===== config.mk =====
export PLATFORM = sky130hd
export DESIGN_NAME = decodificador_hamming_flat
export DESIGN_NICKNAME = d
export VERILOG_FILES = /design/src/rtl/hamming_pkg.sv /design/src/rtl/decodificador_hamming_if.sv /design/src/rtl/decodificador_hamming_sindrome.sv /design/src/rtl/decodificador_hamming.sv /design/src/flat_wrapper.sv
export SDC_FILE = /design/constraint.sdc
export NUM_CORES = 1
export LEC_CHECK = 0
export ABC_AREA = 1
export BUFFER_PORTS_ARGS = -buffer_cell sky130_fd_sc_hd__clkbuf_2
export CORE_MARGIN = 1.5
export CORE_UTILIZATION = 30
export DETAILED_ROUTE_END_ITERATION = 8
export GPL_TIMING_DRIVEN = 0
export PLACE_DENSITY = 0.54
export RECOVER_POWER = 50
export SETUP_SLACK_MARGIN = 0.05
export SLEW_MARGIN = 20
export SYNTH_ARGS = -nofsm -noshare
export SYNTH_HDL_FRONTEND = slang
export SYNTH_SLANG_ARGS = --single-unit

===== constraint.sdc =====
create_clock -name clk -period 1.4 [get_ports clk]
set_input_delay 0.28 -clock clk [delete_from_list [all_inputs] [get_ports clk]]
set_output_delay 0.28 -clock clk [all_outputs]
set_load 0.05 [all_outputs]

===== src/rtl/hamming_pkg.sv =====
// Shared Hamming(7,4) definitions: widths, bit positions and reference functions.
// Used by the receive-side decoder and by the encoder bench as a model.
package hamming_pkg;

  localparam int CODE_W = 7;
  localparam int DATA_W = 4;
  localparam int SYN_W  = 3;

  localparam int P1_IDX = 0;
  localparam int P2_IDX = 1;
  localparam int D0_IDX = 2;
  localparam int P4_IDX = 3;
  localparam int D1_IDX = 4;
  localparam int D2_IDX = 5;
  localparam int D3_IDX = 6;

  typedef logic [CODE_W-1:0] code_t;
  typedef logic [DATA_W-1:0] data_t;
  typedef logic [SYN_W-1:0]  syn_t;

  function automatic syn_t calc_syndrome(input code_t c);
    syn_t s;
    s[0] = c[P1_IDX] ^ c[D0_IDX] ^ c[D1_IDX] ^ c[D3_IDX];
    s[1] = c[P2_IDX] ^ c[D0_IDX] ^ c[D2_IDX] ^ c[D3_IDX];
    s[2] = c[P4_IDX] ^ c[D1_IDX] ^ c[D2_IDX] ^ c[D3_IDX];
    return s;
  endfunction

  function automatic data_t extract_data(input code_t c);
    return {c[D3_IDX], c[D2_IDX], c[D1_IDX], c[D0_IDX]};
  endfunction

  // A nonzero syndrome S names code bit S-1 as the flipped one.
  function automatic code_t syn_mask(input syn_t s);
    code_t m;
    m = '0;
    if (s != '0) m = code_t'(1) << (s - SYN_W'(1));
    return m;
  endfunction

  function automatic code_t encode_data(input data_t d);
    code_t c;
    c = '0;
    c[D0_IDX] = d[0];
    c[D1_IDX] = d[1];
    c[D2_IDX] = d[2];
    c[D3_IDX] = d[3];
    c[P1_IDX] = d[0] ^ d[1] ^ d[3];
    c[P2_IDX] = d[0] ^ d[2] ^ d[3];
    c[P4_IDX] = d[1] ^ d[2] ^ d[3];
    return c;
  endfunction

endpackage


===== src/rtl/decodificador_hamming_if.sv =====
// Valid/ready bundle between the link receiver, the decoder and the downstream consumer.
// The master side drives codewords in and accepts decoded words out.
interface decodificador_hamming_if
  import hamming_pkg::*;
#(
  parameter int COUNT_W = 8
) ();

  logic               in_valid;
  logic               in_ready;
  code_t              code_in;
  logic               out_valid;
  logic               out_ready;
  data_t              data_out;
  syn_t               syndrome_out;
  logic               corrected;
  logic [COUNT_W-1:0] err_count;
  logic               clr_count;

  modport master (
    output in_valid, code_in, out_ready, clr_count,
    input  in_ready, out_valid, data_out, syndrome_out, corrected, err_count
  );

  modport slave (
    input  in_valid, code_in, out_ready, clr_count,
    output in_ready, out_valid, data_out, syndrome_out, corrected, err_count
  );

endinterface


===== src/rtl/decodificador_hamming_sindrome.sv =====
// Combinational 7->3 syndrome and the single-bit correction mask it implies.
module sindrome_hamming
  import hamming_pkg::*;
(
  input  code_t code_i,
  output syn_t  syn_o,
  output code_t mask_o
);

  assign syn_o  = calc_syndrome(code_i);
  assign mask_o = syn_mask(syn_o);

endmodule


===== src/rtl/decodificador_hamming.sv =====
// Two-stage Hamming(7,4) decoder: stage 1 holds codeword+syndrome, stage 2 the corrected data.
// Full skid-free valid/ready pipeline with a saturating corrected-error counter.
module decodificador_hamming
  import hamming_pkg::*;
#(
  parameter int COUNT_W = 8
) (
  input logic clk,
  input logic rst,
  decodificador_hamming_if.slave bus
);

  localparam logic [COUNT_W-1:0] CNT_MAX = {COUNT_W{1'b1}};

  logic               s1_valid_q, s1_valid_d;
  code_t              s1_code_q,  s1_code_d;
  syn_t               s1_syn_q,   s1_syn_d;
  code_t              s1_mask_q,  s1_mask_d;
  logic               s2_valid_q, s2_valid_d;
  data_t              s2_data_q,  s2_data_d;
  syn_t               s2_syn_q,   s2_syn_d;
  logic               s2_corr_q,  s2_corr_d;
  logic [COUNT_W-1:0] cnt_q,      cnt_d;

  syn_t  in_syn;
  code_t in_mask;
  logic  s2_load, s1_load, in_xfer, out_xfer;

  sindrome_hamming u_sindrome (
    .code_i (bus.code_in),
    .syn_o  (in_syn),
    .mask_o (in_mask)
  );

  // Ready only looks at state and out_ready so it never depends on in_valid.
  assign s2_load  = !s2_valid_q || bus.out_ready;
  assign s1_load  = !s1_valid_q || s2_load;
  assign in_xfer  = bus.in_valid && s1_load;
  assign out_xfer = s2_valid_q && bus.out_ready;

  always_comb begin
    s1_valid_d = s1_valid_q;
    s1_code_d  = s1_code_q;
    s1_syn_d   = s1_syn_q;
    s1_mask_d  = s1_mask_q;
    s2_valid_d = s2_valid_q;
    s2_data_d  = s2_data_q;
    s2_syn_d   = s2_syn_q;
    s2_corr_d  = s2_corr_q;
    cnt_d      = cnt_q;

    if (s1_load) s1_valid_d = bus.in_valid;
    if (in_xfer) begin
      s1_code_d = bus.code_in;
      s1_syn_d  = in_syn;
      s1_mask_d = in_mask;
    end

    if (s2_load) s2_valid_d = s1_valid_q;
    if (s2_load && s1_valid_q) begin
      s2_data_d = extract_data(s1_code_q ^ s1_mask_q);
      s2_syn_d  = s1_syn_q;
      s2_corr_d = (s1_syn_q != '0);
    end

    if (bus.clr_count) begin
      cnt_d = '0;
    end else if (out_xfer && s2_corr_q && (cnt_q != CNT_MAX)) begin
      cnt_d = cnt_q + COUNT_W'(1);
    end
  end

  always_ff @(posedge clk or posedge rst) begin
    if (rst) begin
      s1_valid_q <= 1'b0;
      s1_code_q  <= '0;
      s1_syn_q   <= '0;
      s1_mask_q  <= '0;
      s2_valid_q <= 1'b0;
      s2_data_q  <= '0;
      s2_syn_q   <= '0;
      s2_corr_q  <= 1'b0;
      cnt_q      <= '0;
    end else begin
      s1_valid_q <= s1_valid_d;
      s1_code_q  <= s1_code_d;
      s1_syn_q   <= s1_syn_d;
      s1_mask_q  <= s1_mask_d;
      s2_valid_q <= s2_valid_d;
      s2_data_q  <= s2_data_d;
      s2_syn_q   <= s2_syn_d;
      s2_corr_q  <= s2_corr_d;
      cnt_q      <= cnt_d;
    end
  end

  assign bus.in_ready     = s1_load;
  assign bus.out_valid    = s2_valid_q;
  assign bus.data_out     = s2_data_q;
  assign bus.syndrome_out = s2_syn_q;
  assign bus.corrected    = s2_corr_q;
  assign bus.err_count    = cnt_q;

endmodule


===== src/flat_wrapper.sv =====
// flat-port wrapper written by rule: the top's interface ports become plain ports
module decodificador_hamming_flat import hamming_pkg::*;
#(
  parameter int COUNT_W = 8
)
  (clk, rst, bus_in_valid, bus_code_in, bus_out_ready, bus_clr_count, bus_in_ready, bus_out_valid, bus_data_out, bus_syndrome_out, bus_corrected, bus_err_count);
  decodificador_hamming_if #(.COUNT_W(COUNT_W)) bus_i ();
  input logic clk;
  input logic rst;
  input wire logic [$bits(bus_i.in_valid)-1:0] bus_in_valid;
  input wire logic [$bits(bus_i.code_in)-1:0] bus_code_in;
  input wire logic [$bits(bus_i.out_ready)-1:0] bus_out_ready;
  input wire logic [$bits(bus_i.clr_count)-1:0] bus_clr_count;
  output wire logic [$bits(bus_i.in_ready)-1:0] bus_in_ready;
  output wire logic [$bits(bus_i.out_valid)-1:0] bus_out_valid;
  output wire logic [$bits(bus_i.data_out)-1:0] bus_data_out;
  output wire logic [$bits(bus_i.syndrome_out)-1:0] bus_syndrome_out;
  output wire logic [$bits(bus_i.corrected)-1:0] bus_corrected;
  output wire logic [$bits(bus_i.err_count)-1:0] bus_err_count;
  assign bus_i.in_valid = bus_in_valid;
  assign bus_i.code_in = bus_code_in;
  assign bus_i.out_ready = bus_out_ready;
  assign bus_i.clr_count = bus_clr_count;
  assign bus_in_ready = bus_i.in_ready;
  assign bus_out_valid = bus_i.out_valid;
  assign bus_data_out = bus_i.data_out;
  assign bus_syndrome_out = bus_i.syndrome_out;
  assign bus_corrected = bus_i.corrected;
  assign bus_err_count = bus_i.err_count;
  decodificador_hamming #(.COUNT_W(COUNT_W)) u_core (.clk(clk), .rst(rst), .bus(bus_i));
endmodule

* After elaboration in Yosys (flattened, before gate mapping) *
Cells that the tools add are included.

storage, ports and cells
  input port bits = 12
  bits in registers = 35

operators by class
  eq/ne operators = 1
  add/sub/neg operators = 2
  muxes and demuxes = 3
  shifts and indexed selects = 1
  bitwise gates (word level) = 10
  reduce and logical (&&, ||, !) cells = 12

operator list
  kind                 number
  $mux 8               2
  $xor 1x1->1          9
  $add 8x1->8 const B  1
  $ne 8x8->1 const B   1
  $mux 7               1
  $shl 1x3->7 const A  1
  $xor 7x7->7          1
  $reduce_bool 3->1    2
  $logic_and 1x1->1    5
  $sub 3x1->3 const B  1
  $logic_not 1->1      2
  $logic_or 1x1->1     2
  $reduce_bool 2->1    1

* Longest topological paths before layout *
  word-level depth = 6
  mapped depth = 12
  gate-level depth less buffers = 12

* By module *
A second synthesis with hierarchy kept.

second synthesis, totals
  cells, all modules = 215
  area total of the unflattened synthesis = 1595.3 sq um

modules (own cells, without submodules)
  module                 times used  cells each  area an instance (sq um)
  decodificador_hamming  1           164         1350.0
  sindrome_hamming       1           51          245.2

* Worst setup path after synthesis *
OpenSTA, ideal clock, no wires.

  kind = register -> register
  from = register u_core.s2_valid_q, in the netlist u_core.bus.out_valid
  to = register u_core.s1_code_q[2]
  path buffers = 1
  setup time = 0.126 ns
  path slack = -0.271 ns
  clock period less this slack = 1.671 ns
  arrival time = 1.545 ns
  cell stages (with the launch flop) = 5
  cells stage by stage = dfrtp_1 -> nand3_2 -> nand2_2 -> buf_2 -> o21ai_0

on the way
  cells in the longest elaborated chain, start to end = 4

RTL lines
  element                   RTL line                     text
  start: declaration        decodificador_hamming.sv:19  logic s2_valid_q, s2_valid_d;
  start signal: assignment  decodificador_hamming.sv:89  s2_valid_q <= s2_valid_d;
  $logic_not 1->1           decodificador_hamming.sv:36  assign s2_load = !s2_valid_q || bus.out_ready;
  $logic_or 1x1->1          decodificador_hamming.sv:36
  $logic_or 1x1->1          decodificador_hamming.sv:37  assign s1_load = !s1_valid_q || s2_load;
  via bus_in_ready          flat_wrapper.sv:14           output wire logic [$bits(bus_i.in_ready)-1:0] bus_in_ready;
  $logic_and 1x1->1         decodificador_hamming.sv:38  assign in_xfer = bus.in_valid && s1_load;
  end signal: assignment    decodificador_hamming.sv:86  s1_code_q <= s1_code_d;
  end: declaration          decodificador_hamming.sv:16  code_t s1_code_q, s1_code_d;

The timed path passes the listed nets, and every way through them passes these cells.
A chain may end at the register's enable or synchronous reset.

* Worst setup path after layout *
  from = register u_core.s2_valid_q, in the netlist u_core.bus.out_valid
  to = output port bus_out_valid

RTL lines
  element           RTL line            text
  end: declaration  flat_wrapper.sv:15  output wire logic [$bits(bus_i.out_valid)-1:0] bus_out_valid;

No word-level cell between the ends.

==> flow_metrics.env <==
export IMPL_diodes=0
export IMPL_final_layout_size_suffix_gt1_share_pct=36.8
export IMPL_status="finished, final reports clean"
export IMPL_pin_count=30
export IMPL_grt_max_degree=30
export IMPL_io_buffer_count=29
export IMPL_die_area_um2=5520
export IMPL_startpoint_type="register"
export IMPL_total_power_uw=2940
export IMPL_start_util_pct=31.7
export IMPL_synth_main_ff_cell="dfrtp_1"
export IMPL_max_stage_delay_ns=0.45
export IMPL_antenna_found_initial=0
export IMPL_pwr_share_clk_pct=31.3
export IMPL_tritoncts="built"
export IMPL_clk_latency_ns=0.28
export IMPL_p_switching_uw=1100
export IMPL_p_leak_uw=0.00105
export IMPL_cp_top_family="flip-flops"
export IMPL_htree_num_levels=2
export IMPL_place_area_um2=1790
export IMPL_post_route_period_util_pct=94.9
export IMPL_die_w_um=74.3
export IMPL_endpoint_kind="output port"
export IMPL_synth_ff_latch_count=29
export IMPL_gr_total_overflow=0
export IMPL_p_seq_share_pct=37.3
export IMPL_maxCapViolCount=0
export IMPL_area_delta_synth_final_pct=35.2
export IMPL_worst_path_max_fanout=4
export IMPL_syn_inst=200
export IMPL_synth_cell_type_count=23
export IMPL_final_antenna_net_count=0
export IMPL_cts_made_buffers=5
export IMPL_cts_sinks=29
export IMPL_syn_nets=214
export IMPL_worst_slew_margin_rel_pct=25.6
export IMPL_synth_area_um2=1530
export IMPL_vias_per_cell=4.36
export IMPL_place_hpwl_mm=2.34
export IMPL_holdBufCountCts=0
export IMPL_critical_path_buf_inv_count=1
export IMPL_grt_pass1_vias=1252
export IMPL_syn_area_per_cell_um2=7.63
export IMPL_whs_ns=0.259
export IMPL_gp_congestion=0.809
export IMPL_core_area_um2=4820
export IMPL_routed_wl_mm=3.23
export IMPL_worstMarginPinSlew_ns=1.11
export IMPL_drv_slew=0
export IMPL_synth_area_top_cells="dfrtp_1, nand2_1, inv_1, nor2_1, o21ai_0"
export IMPL_async_reset_ff_share_pct=100
export IMPL_hp_class="in -> async"
export IMPL_wl_per_cell_um=10.5
export IMPL_clockRootBuffer="clkbuf_8"
export IMPL_yosys_area_top_type="dfrtp_1"
export IMPL_peakVddDrop_mv=0.550
export IMPL_synth_top_cell_area_share_pct=47.5
export IMPL_crit_type="reg -> out"
export IMPL_power_density_nw_per_um2=1420
export IMPL_cts_buffer_depth=2
export IMPL_synth_edf_count=0
export IMPL_grt_pass1_wl_mm=5.40
export IMPL_switching_share_pct=37.4
export IMPL_seq_area_frac_synth_pct=47.5
export IMPL_max_freq_ghz=0.753
export IMPL_final_setup_viol_count=0
export IMPL_drt_initial_drc_count=32
export IMPL_period_minus_slack_ns=1.33
export IMPL_required_ns=1.12
export IMPL_die_h_um=74.3
export IMPL_route_detailed_drc=0
export IMPL_path_clk_slew_ns=0.07
export IMPL_fin_area_um2=2060
export IMPL_p_int_uw=1840
export IMPL_worst_path_max_delay_cell="dfrtp_1"
export IMPL_vias=1348
export IMPL_fin_skew_ns=0.00425
export IMPL_grt_total_usage_pct=13.1
export IMPL_firstDrtPassIters=4
export IMPL_yosysWarnings=0
export IMPL_crit_chain="clkbuf_2"
export IMPL_arrival_ns=1.05
export IMPL_rsz0062_at_grt="true"
export IMPL_nNetsFinal=255
export IMPL_combPwrFrac_pct=31.4
export IMPL_rows=25
export IMPL_hold_viol_final=0
## final cells by class
type,count,area [um^2]
well taps,67,83.8
inverters,28,113
multi-input cells,141,787
clock inverters,2,37.5
plain buffers,2,10.0
fillers,490,2750
flip-flops and latches,29,733
clock buffers,6,82.6
repair buffers,34,216
## state kept, by name (all words and copies together), names as in the netlist
name / cells
u_core.s1_code_q: 4
u_core.bus.syndrome_out: 3
u_core.bus.data_out: 4
u_core.bus.corrected: 1
u_core.s1_syn_q: 3
u_core.bus.err_count: 8
u_core.s1_valid_q: 1
u_core.bus.out_valid: 1
u_core.s1_mask_q: 4
## routing by layer
metal / GRT usage, % / share of wire (%)
met1: 16.1 / 46
met2: 20.8 / 47
met3: 3.79 / 4.9
met4: 6.46 / 1.8
met5: 0 / 0
## power groups by stage
stage / clock, uW / sequential [uW] / combinational (uW)
after floorplan: 0 / 1440 / 312
after global placement: 0 / 1120 / 848
after detailed placement: 0 / 1120 / 856
after CTS: 941 / 1100 / 862
after global routing: 993 / 1110 / 1010
final: 918 / 1100 / 921
## kinds of logic (layout without fill, tap and decap cells)
logic type | Yosys count | in the layout | share of synthesized area (%)
buffers and inverters | 30 | 72 | 7.87
multiplexers | 2 | 2 | 1.48
AO/OA/AOI/OAI | 17 | 17 | 5.57
XOR/XNOR | 8 | 8 | 4.59
adder cells (fa/ha/maj) | 2 | 2 | 1.64
AND/OR/NAND/NOR | 112 | 112 | 31.3
flip-flops | 29 | 29 | 47.5
## what timing repair did
item                                    CTS  global route
setup buffers                             0             5
endpoints found under the setup margin    1            12
pin swaps                                 0            16
gates resized for setup                   2            45
## path summary, 6_finish.rpt
path	start	end	slack (ns)	cells past startpoint
min in group clk	bus_code_in[6]	u_core.s1_code_q[6]	0.28	3
hold / removal	rst	u_core.bus.err_count[0]	0.26	2
setup reg to reg	u_core.bus.err_count[1]	u_core.bus.err_count[1]	0.11	9
max in group asynchronous	rst	u_core.bus.err_count[7]	0.40	2
setup / recovery	u_core.bus.out_valid	bus_out_valid	0.07	1
hold reg to reg	u_core.bus.data_out[0]	u_core.bus.data_out[0]	0.49	2
## layout by cell type (no fill, tap or decap), types with 3 or more instances in the layout
cell type,count
nand2_1,54
clkbuf_2,25
dfrtp_1,23
inv_1,21
nand2_2,19
nor2_1,17
o21ai_0,13
nand3_1,10
clkbuf_8,6
buf_4,6
dfrtp_2,6
xnor2_1,5
inv_2,5
o21ai_1,3
buf_6,3
## cell usage after synthesis, types with 2 or more instances
cell	n
ha_1	2
dfrtp_1	29
nand2_1	70
nand3_1	12
nand2_2	4
xnor2_1	6
o21ai_0	13
o21ai_1	3
inv_1	26
mux2_2	2
buf_2	2
nor2_1	19
xor2_1	2
## metrics by stage
stage          setup TNS [ns]  instances  util, %  setup slack (ns)
2_1_floorplan               0        200        -            0.0430
3_3_place_gp           -0.853        296     37.1            -0.185
3_5_place_dp           -0.900        296     37.1            -0.238
4_1_cts                     0        304     39.8            0.0659
5_1_grt                     0        309     42.8            0.0280
6_report                    0        309     42.8            0.0712
(Power assumes the default switching activity.)
